===== config.mk =====
export PLATFORM = sky130hd
export DESIGN_NAME = cacheline_adaptor
export DESIGN_NICKNAME = d
export VERILOG_FILES = /design/src/rtl/cacheline_adaptor.sv
export SDC_FILE = /design/constraint.sdc
export NUM_CORES = 1
export LEC_CHECK = 0
export ABC_AREA = 1
export CAP_MARGIN = 15
export CELL_PAD_IN_SITES_DETAIL_PLACEMENT = 1
export CELL_PAD_IN_SITES_GLOBAL_PLACEMENT = 1
export CORE_AREA = 2 2 275 277
export CTS_BUF_LIST = sky130_fd_sc_hd__clkbuf_2 sky130_fd_sc_hd__clkbuf_4 sky130_fd_sc_hd__clkbuf_8
export CTS_CLUSTER_DIAMETER = 40
export DETAILED_ROUTE_END_ITERATION = 10
export DIE_AREA = 0 0 277 279
export PLACE_DENSITY_LB_ADDON = 0.1
export REMOVE_ABC_BUFFERS = 1
export SETUP_SLACK_MARGIN = 0.15
export SKIP_CTS_REPAIR_TIMING = 1
export SLEW_MARGIN = 20
export SYNTH_ARGS = -nofsm -noshare
export SYNTH_HDL_FRONTEND = slang
export SYNTH_SLANG_ARGS = --single-unit

===== constraint.sdc =====
create_clock -name clk -period 2.3 [get_ports clk]
set_clock_uncertainty 0.2 [all_clocks]
set_input_delay 0.345 -clock clk [delete_from_list [all_inputs] [get_ports clk]]
set_output_delay 0.345 -clock clk [all_outputs]
set_load 0.005 [all_outputs]

===== src/rtl/cacheline_adaptor.sv =====
// Cache line <-> memory burst adaptor.
// Turns one 256-bit line read/write from the cache side into a 4-beat,
// 64-bit burst on the memory side. Beats may have gaps (resp_i low).
// A one-cycle resp_o pulse reports completion back to the cache.
module cacheline_adaptor (
  input  logic         clk,
  input  logic         rst,
  // cache side
  input  logic [255:0] line_i,
  output logic [255:0] line_o,
  input  logic [31:0]  address_i,
  input  logic         read_i,
  input  logic         write_i,
  output logic         resp_o,
  // memory side
  input  logic [63:0]  burst_i,
  output logic [63:0]  burst_o,
  output logic [31:0]  address_o,
  output logic         read_o,
  output logic         write_o,
  input  logic         resp_i
);

  localparam logic [1:0] IDLE  = 2'd0;
  localparam logic [1:0] READ  = 2'd1;
  localparam logic [1:0] WRITE = 2'd2;
  localparam logic [1:0] DONE  = 2'd3;

  logic [1:0]   state_reg;
  logic [1:0]   count_reg;
  logic [31:0]  address_reg;
  logic [255:0] rline_reg;   // line assembled from memory reads
  logic [255:0] wline_reg;   // line latched for a memory write

  // The low five address bits select a byte within the line; the memory
  // side always sees a line-aligned address, so they are never used.
  logic unused_addr_bits;
  assign unused_addr_bits = ^address_i[4:0];

  // Split the latched write line into its four beats for the output mux.
  logic [63:0] wbeat [4];
  genvar gi;
  generate
    for (gi = 0; gi < 4; gi++) begin : g_wbeat
      assign wbeat[gi] = wline_reg[64*gi +: 64];
    end
  endgenerate

  // Control state, beat counter, address and data registers.
  always_ff @(posedge clk) begin
    if (rst) begin
      state_reg   <= IDLE;
      count_reg   <= 2'd0;
      address_reg <= 32'd0;
      rline_reg   <= 256'd0;
      wline_reg   <= 256'd0;
    end else begin
      case (state_reg)
        IDLE: begin
          // Read has priority; a simultaneous write is dropped, not queued.
          if (read_i) begin
            address_reg <= {address_i[31:5], 5'b0};
            count_reg   <= 2'd0;
            state_reg   <= READ;
          end else if (write_i) begin
            address_reg <= {address_i[31:5], 5'b0};
            wline_reg   <= line_i;
            count_reg   <= 2'd0;
            state_reg   <= WRITE;
          end
        end
        READ: begin
          if (resp_i) begin
            rline_reg[{count_reg, 6'd0} +: 64] <= burst_i;
            count_reg <= count_reg + 2'd1;   // wraps to 0 after beat 3
            if (count_reg == 2'd3) begin
              state_reg <= DONE;
            end
          end
        end
        WRITE: begin
          if (resp_i) begin
            count_reg <= count_reg + 2'd1;
            if (count_reg == 2'd3) begin
              state_reg <= DONE;
            end
          end
        end
        default: begin
          // DONE: single completion cycle, requests here are ignored.
          state_reg <= IDLE;
        end
      endcase
    end
  end

  assign read_o    = (state_reg == READ);
  assign write_o   = (state_reg == WRITE);
  assign resp_o    = (state_reg == DONE);
  assign address_o = address_reg;
  assign line_o    = rline_reg;
  assign burst_o   = wbeat[count_reg];

endmodule


==> results.md <==
- The number of synthesized register bits is 543.
- The multi-input combinational cells in the finished layout cover a total of 0.009368 mm².
- The tightest hold margin is 0.004350 ns.
- The sequential-to-total area share from yosys stat is 0.4929.
- In this run, the number of DRC markers left after iteration 0 of detailed routing was 1061.
- The root buffer cell is sky130_fd_sc_hd__clkbuf_8.
- The routed design could run at a clock period as short as 2.588 ns.
- The cell internal power dissipation is 24.47 mW.
- The HPWL after detailed placement is 68.95 mm.
- For this run the aggregate overflow at the end of global routing stands at 0.
- The share of total power in the clock network is 0.286.
- The post-layout net count is 4061.
- The maximum cell stage delay along the critical path is 0.36 ns.
- The remaining max-slew budget at the tightest pin is 0.4076.
- The total design power is 38.99 mW.
- The max-slew violation count is 0.
- The number of global-route vias before repair is 23814.
- The latest clock arrival within the worst-skew pair is 0.71 ns.
- In the routed design, unresolved DRC markers number 0.
- The maximum net fanout on the critical path is 7.
- The worst setup path is captured at an output port.
- TritonCTS built the clock tree.
- In this run the static leakage power is 15.63 nW.
- The synthesized netlist occupies a cell area of 0.02206 mm².
- The clock passes through at most 3 buffers.
- The critical path class is flop to output port.
- The logic gate share of total power is 0.424.
- In the final layout, the share of cells above drive strength 1 is 0.1557.
- Counting every instance in the synthesized netlist gives 2941.
- The max-capacitance violation count is 0.
- The biggest area contributor in the post-synthesis netlist is sky130_fd_sc_hd__dfxtp_1.
- The final clock period utilization by the worst path is 1.125.
- The total wirelength of the detailed-routed design is 104.3 mm.
- The most numerous cell type found on the critical path is sky130_fd_sc_hd__buf_12.
- Row generation in the floorplan step produced 100 rows.
- The power density over cell area is 1110 mW/mm².
- At the pin with the least slew margin, the transition time is 0.8885 ns.
- STA puts the critical path data required time at 1.75 ns.
- The checks that failed: negative setup slack.
- Setup repair after global routing could not meet its margin everywhere.
- The effective utilization at floorplan is 0.2978.
- The min-delay analysis places its worst path in the category input pin to flop.
- Traced cell by cell, the critical path runs through buf_4 > buf_12 > buf_12 > clkbuf_16 > o21ai_1 > o22ai_1 > dlymetal6s2s_1.
- Based on the critical path, the design can be clocked at up to 386.5 MHz.
- STA classifies the critical path startpoint as a flop.
- The final cell utilization of the core is 0.4740.
- The placed instance area is 0.03040 mm².
- After clock tree synthesis, the clock-pin slew on the worst setup and hold paths is 0.06 ns.
- The footprint of the flip-flops and latches is 0.01089 mm².
- The number of levels in the clock H-tree is 3.
- The number of top-level pins is 712.
- The setup-violating endpoint count in the final report is 64.
- The detailed-router iteration count before antenna repair is 5.
- The maximum number of pins on one net before global-route repair is 165.
- Across the VDD grid, the largest voltage drop is 0.001003 V.
- The first global-routing pass estimated 146.1 mm of wire.
- For this run, the number of Yosys warnings is 0.
- The number of fill cells is 8749.
- A synthesized cell averages 7.500 µm².
- Data on the critical path arrives at its endpoint at 2.04 ns.
- The total area inside the core boundary comes to 0.07407 mm².
- The die covers 0.07728 mm².
- The congestion estimate from routability-driven global placement came to 0.8356.
- The number of antenna-violating nets in the routed design is 0.
- The number of antenna violations at the first check in global routing came to 19.
- After synthesis, the cell types taking the most area are sky130_fd_sc_hd__dfxtp_1, sky130_fd_sc_hd__a21oi_1, sky130_fd_sc_hd__o21ai_0.
- Of the total power, the share spent switching nets is 0.3724.
- After layout, the worst setup slack is -0.2876 ns.
- Across every metal layer, demand over resource in global routing totals 0.2434.
- Measured along the y axis, the die boundary spans 279 µm.
- Input and output buffers added on the ports amount to 701.
- Compared with the post-synthesis result, the final layout area differs by 59.18%.
- The slowest stage of the critical path belongs to the cell sky130_fd_sc_hd__dfxtp_4.
- The distinct cell type count of the synthesized netlist is 26.
- The average routed wire per standard cell is 21.88 µm.
- The sequential share of power is 0.290.
- Summed over all nets, the switching power comes to 14.52 mW.
- The setup slack after placement is -0.07282 ns.
- The die extent in x is 277 µm.
- The number of vias per cell is 4.930.
- The finished cells cover 0.03511 mm².
- The share of the synthesized area in the top cell type is 0.4929.
- For this block, the via count after detailed routing is 23507.
- The total CTS buffers is 111.
- The final number of hold-violating endpoints is 0.
- The flow ran to the end, but the final reports show violations.
- For this design, the sink count on the clock tree is 543.
## worst paths after layout
| check | startpoint | endpoint | slack [ns] | cells after the start |
|---|---|---|---|---|
| worst max register to register | count_reg[0]$_SDFFE_PP0P_ | line_o[32]$_SDFFE_PP0P_ | 0.07 | 10 |
| worst min-delay path | address_i[19] | address_o[19]$_SDFFE_PP0P_ | 0.004 | 3 |
| worst min register to register | wline_reg[51]$_SDFFE_PP0P_ | wline_reg[51]$_SDFFE_PP0P_ | 0.24 | 2 |
| worst max-delay path | count_reg[0]$_SDFFE_PP0P_ | burst_o[8] | -0.29 | 7 |
## critical path: cells and delay by family, from the launching register on
family | cells | cell delay, ns
buffers and inverters | 5 | 0.72
flip-flops | 1 | 0.36
AO/OA/AOI/OAI | 2 | 0.23
## per-stage QoR
step	setup TNS, ns	std cells
2_1_floorplan	-2499.40	2692
3_3_place_gp	-0.1638	4473
3_5_place_dp	-0.2015	4473
4_1_cts	-45.31	4674
5_1_grt	-20.71	4766
6_report	-14.46	4768
## power groups by stage
stage / clock network (mW) / logic (mW) / registers (mW)
3_5_place_dp: 0 / 13.9 / 11.4
6_report: 11.2 / 16.5 / 11.3
3_3_place_gp: 0 / 13.6 / 11.3
4_1_cts: 11.4 / 14.0 / 11.2
5_1_grt: 11.9 / 17.8 / 11.4
2_1_floorplan: 0 / 5.34 / 11.5
## area by class of cell
class                      instances  area share
clock buffer                     170     0.06112
inverter                         334     0.03710
clock inverter                    31    0.009907
sequential                       543      0.3101
tap                              969     0.03453
multi-input combinational       1816      0.2668
timing repair buffer             888      0.2792
antenna                           17    0.001212
## metal layers
| layer | up-vias | part of all wire | global-route usage |
|---|---|---|---|
| met3 | 199 | 0.054 | 0.06309 |
| met5 | - | 0.00027 | 0 |
| met2 | 613 | 0.50 | 0.4257 |
| met4 | 4 | 0.038 | 0.1060 |
| li1 | 11275 | - | - |
| met1 | 11416 | 0.41 | 0.2799 |
## cell usage after synthesis
cell                       number
sky130_fd_sc_hd__nor2_2         2
sky130_fd_sc_hd__o21ai_0      475
sky130_fd_sc_hd__nand3_2        3
sky130_fd_sc_hd__nor2_4         2
sky130_fd_sc_hd__nand3_1      157
sky130_fd_sc_hd__a31oi_1        1
sky130_fd_sc_hd__buf_4         13
sky130_fd_sc_hd__inv_1        328
sky130_fd_sc_hd__a21oi_1      541
sky130_fd_sc_hd__nand4_1        1
sky130_fd_sc_hd__clkbuf_1     128
sky130_fd_sc_hd__conb_1         1
sky130_fd_sc_hd__ha_1          10
sky130_fd_sc_hd__inv_2          5
sky130_fd_sc_hd__nor2_1       178
sky130_fd_sc_hd__clkinv_1       1
sky130_fd_sc_hd__o22ai_1       64
sky130_fd_sc_hd__o21ai_1       28
sky130_fd_sc_hd__buf_6         25
sky130_fd_sc_hd__nand3_4        1
sky130_fd_sc_hd__nor2_8         2
sky130_fd_sc_hd__nand2_1      344
sky130_fd_sc_hd__nand2_2        1
sky130_fd_sc_hd__buf_1          3
sky130_fd_sc_hd__dfxtp_1      543
sky130_fd_sc_hd__buf_2         84
## layout by cell type (no fill, tap or decap), drive strengths merged
cell type	n
dfxtp	543
a21oi	541
clkdlybuf4s50	509
o21ai	503
nand2	345
inv	335
clkbuf	213
nor2	185
buf	184
nand3	161
dlymetal6s2s	135
o22ai	64
clkinv	19
diode	17
dlygate4sd3	17
ha	10
bufinv	6
conb	5
clkinvlp	5
nand4	1
a31oi	1
## cells by family (layout without fill, tap and decap cells)
group                    Yosys count  in the layout  synth area share
AND/OR/NAND/NOR                  691            692            0.1306
flip-flops                       543            543            0.4929
adder cells (fa/ha/maj)           10             10          0.005673
other                              1             22         0.0001700
AO/OA/AOI/OAI                   1109           1109            0.2553
buffers and inverters            587           1423            0.1154
Power figures use the tool's default switching activity.
==> RTL change 1: new RTL, config.mk and constraints unchanged <==
Reset style: asynchronous (`rst`), changed in one clocked block.
--- a/src/rtl/cacheline_adaptor.sv
+++ b/src/rtl/cacheline_adaptor.sv
@@ -49,3 +49,3 @@
   // Control state, beat counter, address and data registers.
-  always_ff @(posedge clk) begin
+  always_ff @(posedge clk or posedge rst) begin
     if (rst) begin
Behaviour: differs if rst is asserted again (counterexample within 4 cycles, from zero or initial values and one cycle with rst high); with rst held inactive, the same outputs for 4 cycles.
==> RTL change 1 against the unedited design <==
The flow still finishes with violations (setup timing); final area is 4.2% higher; wire length is 7.2% lower; power is 8.4% higher; sequential share of layout area is 6.2 points higher; sequential power is 29% higher; worst hold slack worse by 0.0019 ns; critical path depth is 1 higher; synthesized area is 5.5% higher; count of clock-buffer cells in the layout is 6 higher; sequential cell count stayed put; die area stayed put; worst setup slack worse by 0.41 ns; largest cell class unchanged; largest power group unchanged; highest routed layer unchanged.
==> RTL change 1: results (changes against the unedited design) <==
- VDD IR-drop max: 0.492 mV (-51%)
- Worst Tran Pin Value: 0.984 ns (+0.0959 ns)
- Hold Worst Slack: 0.00246 ns (-0.00189 ns)
- Most instantiated cells after synthesis: nand2_1, dfrtp_1, o21ai_0
- Placer congestion estimate: 0.858 (+2.7%)
- Met1 Use GR: 28.5% (+0.51 points)
- Vias: 22600 (-3.7%)
- CTS buffer count: 114 (+2.7%)
- CP max stage delay: 0.53 ns (+0.17 ns)
- Post-synthesis cell type count: 21 (-19%)
- Largest net degree at the start of global routing: 72 (-56%)
- Leakage power: 18.0 nW (+15%)
- Share of synthesized registers carrying an async set or reset: 100% (+100 points)
- Final Non-Filler Cells: 4772 (+0.084%)
- Top cells by area, synth: dfrtp_1, nand2_1, o21ai_0
- Synth Area in Compound Gates: 12.4% (-13 points)
- Metal2 WL: 48800 um (-6.7%)
- Setup TNS: -35.76 ns (-21.30 ns)
- Placed insts: 4385 (-2.0%)
- Wl on met1: 39300 um (-7.2%)
- Met2 Resource Use GR: 40.5% (-2.0 points)
- Status: finished with violations
- Slowest stage cell, crit path: dfrtp_4
- Detailed placement HPWL: 66700 um (-3.2%)
- Fin nets: 4067 (+0.15%)
- Final worst slack: -0.698 ns (-0.411 ns)
- Placed Area: 32000 um2 (+5.4%)
- First-pass GRT wire length: 142000 um (-2.6%)
- Setup Viol. Count Final: 133 (+110%)
- Data arrival, critical path: 2.45 ns (+0.41 ns)
- Share of cells above drive strength 1: 11.1% (-4.5 points)
- DRT iter0 DRCs: 1074 (+1.2%)
- DR WL/cell: 20.3 um (-7.3%)
- Worst R2R Setup Slack: -0.34 ns (-0.41 ns)
- Grt met3 use: 5.47% (-0.84 points)
- Antenna violations before repair: 20 (+1)
- Worst-Skew Late Latency: 0.69 ns (-0.02 ns)
- Failing checks: setup timing
- Syn_area_per_cell: 8.32 um2 (+11%)
- Post-synthesis adder-cell area fraction: 0.538% (-0.030 points)
[RTL change 1: worst paths after layout]
kind / start / to / depth (start not counted)
min in group asynchronous: rst / wline_reg[176] / 3
min reg2reg: wline_reg[225] / wline_reg[225] / 2
max reg2reg: count_reg[0] / line_o[148] / 10
max: count_reg[0] / burst_o[9] / 8
max in group asynchronous: rst / wline_reg[206] / 5
min: line_i[1] / wline_reg[1] / 3
[RTL change 1: cell type report]
class	instances	area, um2
Fill cell	8580	37500
Inverter	304	1170
Antenna cell	14	35.0
Clock inverter	29	318
Multi-Input combinational cell	1772	7930
Tap cell	969	1210
Clock buffer	176	2200
Timing Repair Buffer	964	10100
Timing Repair inverter	1	30.0
Sequential cell	543	13600
[RTL change 1: where the power goes]
| part | switching [mW] | leakage [nW] | total (mW) | internal [mW] |
|---|---|---|---|---|
| logic | 8.77 | 9.65 | 16.5 | 7.68 |
| registers | 1.79 | 7.01 | 14.6 | 12.8 |
| clock network | 4.55 | 1.34 | 11.2 | 6.66 |
==> RTL change 2: new RTL, same settings <==
Without the edit above. Put a register stage on the outputs `resp_o`, `read_o` and `write_o`, cleared by the reset. The values now appear one clock later. The other outputs are not delayed to match. Comments in the files are not updated.
--- a/src/rtl/cacheline_adaptor.sv
+++ b/src/rtl/cacheline_adaptor.sv
@@ -96,5 +96,13 @@
 
-  assign read_o    = (state_reg == READ);
-  assign write_o   = (state_reg == WRITE);
-  assign resp_o    = (state_reg == DONE);
+  always_ff @(posedge clk) begin
+    if (rst) begin
+      resp_o  <= '0;
+      read_o  <= '0;
+      write_o <= '0;
+    end else begin
+      resp_o  <= (state_reg == DONE);
+      read_o  <= (state_reg == READ);
+      write_o <= (state_reg == WRITE);
+    end
+  end
   assign address_o = address_reg;
Check against the original RTL: not equivalent (Yosys sat finds a counterexample within 4 cycles, from zero or initial values and one cycle with rst high).
==> RTL change 2 against the unedited design <==
Final area shrank 1.1%; critical path depth down 1; clock power is 4% higher; synthesized cell count up 0.34%; worst setup slack got worse by 0.048 ns; wire length decreased by 1.6%; sequential cell count up 3; synthesized area unchanged; non-clock buffer count decreased by 34; critical path type unchanged; first-iteration DRC count increased by 9.4%; power shrank 0.74%; the flow still finishes with violations (setup timing).
==> RTL change 2: results (changes against the unedited design) <==
- Synth Warn #: 0 (unchanged)
- Layout fillers: 8814 (+0.74%)
- H-tree Lvls: 3 (unchanged)
- Antenna violations before repair: 21 (+2)
- Number of global-route vias before repair: 23900 (+0.19%)
- Post-synthesis cell type count: 24 (-7.7%)
- Worst Hold End: address_o[7]
- Synth Area in Compound Gates: 25.5% (about the same)
- Fin nets: 4041 (-0.49%)
- Data arrival, critical path: 2.09 ns (+0.05 ns)
- VDD IR-drop max: 1.02 mV (+1.5%)
- Setup Viol. Count Final: 78 (+22%)
- Hold path startpoint: address_i[7]
- Placed insts: 4452 (-0.47%)
- Setup crit end: burst_o[50]
- Worst Tran Pin Value: 0.916 ns (+0.0272 ns)
- Leakage power: 13.7 nW (-12%)
- Hold Worst Slack: 0.00761 ns (+0.00326 ns)
- Worst R2R Setup Slack: -0.05 ns (-0.12 ns)
- Most instantiated cells after synthesis: dfxtp_1, a21oi_1, o21ai_0
- Reg-to-Reg End: line_o[133]
- Syn_area_per_cell: 7.47 um2 (-0.34%)
- Largest net degree at the start of global routing: 168 (+1.8%)
- Status: finished with violations
- Top cells by area, synth: dfxtp_1, a21oi_1, o21ai_0
- DRT iter0 DRCs: 1161 (+9.4%)
- Switching part of the total power: 37.3% (+0.037 points)
- Worst R2R Start: count_reg[1]
- CTS buffer count: 117 (+5.4%)
- Sequential element share of the synthesized area: 49.6% (+0.27 points)
- Worst Path Max Fanout: 10 (+3)
- Vias per cell: 4.94 (+0.21%)
- GRT Resource Usage Total: 23.8% (-0.51 points)
- Detailed placement HPWL: 66100 um (-4.1%)
- Share of cells above drive strength 1: 15.1% (-0.52 points)
- Final worst slack: -0.336 ns (-0.0481 ns)
- Failing checks: setup timing
- Share of synthesized registers carrying an async set or reset: 0% (unchanged)
- Worst-case reg-to-reg path depth: 11 (+1)
- First-pass GRT wire length: 144000 um (-1.4%)
RTL change 2: cell types whose count changed in the layout (fill, tap and decap cells not counted), moves of 13 or more:
cell	unedited run	this run
dlymetal6s2s_1	135	35
clkdlybuf4s50_1	509	607
o21ai_0	380	432
o21ai_1	78	40
buf_4	73	50
clkbuf_8	139	153
buf_2	34	47
RTL change 2: metrics by stage:
step	area, um2	setup WS [ns]	setup TNS [ns]
6_report	34700	-0.336	-14.99
5_1_grt	34700	-0.411	-30.97
4_1_cts	33000	-0.981	-48.72
3_5_place_dp	30300	-0.180	-0.884
3_3_place_gp	30300	-0.185	-0.653
2_1_floorplan	20900	-5.36	-2474.10
RTL change 2: metal layers:
layer,global-route usage [%],share of wire [%]
met2,41.7,50
met1,27.2,40
met4,11.6,4.5
met5,0,0.086
met3,5.88,5.7
RTL change 2: power by group through the flow:
stage	registers [mW]	logic [mW]	clock network, mW
5_1_grt	11.5	16.8	12.4
6_report	11.4	15.6	11.7
3_5_place_dp	11.4	13.5	0
2_1_floorplan	11.6	5.35	0
4_1_cts	11.3	13.5	12.0
3_3_place_gp	11.4	13.3	0
RTL change 2: critical path, cell delays in order, from the launching register on:
cell and delay (ns):
dfxtp_4 0.38, buf_4 0.16, buf_12 0.13, clkbuf_16 0.17, o21ai_0 0.29, o22ai_2 0.12
clkbuf_2 0.13
RTL change 2: final cells by class:
cell class | count | share of cell area, %
Sequential cell | 546 | 31.5
Multi-Input combinational cell | 1818 | 26.9
Timing Repair Buffer | 854 | 26.6
Clock buffer | 178 | 6.59
Inverter | 337 | 3.71
Tap cell | 969 | 3.49
Clock inverter | 41 | 1.12
Antenna cell | 14 | 0.101
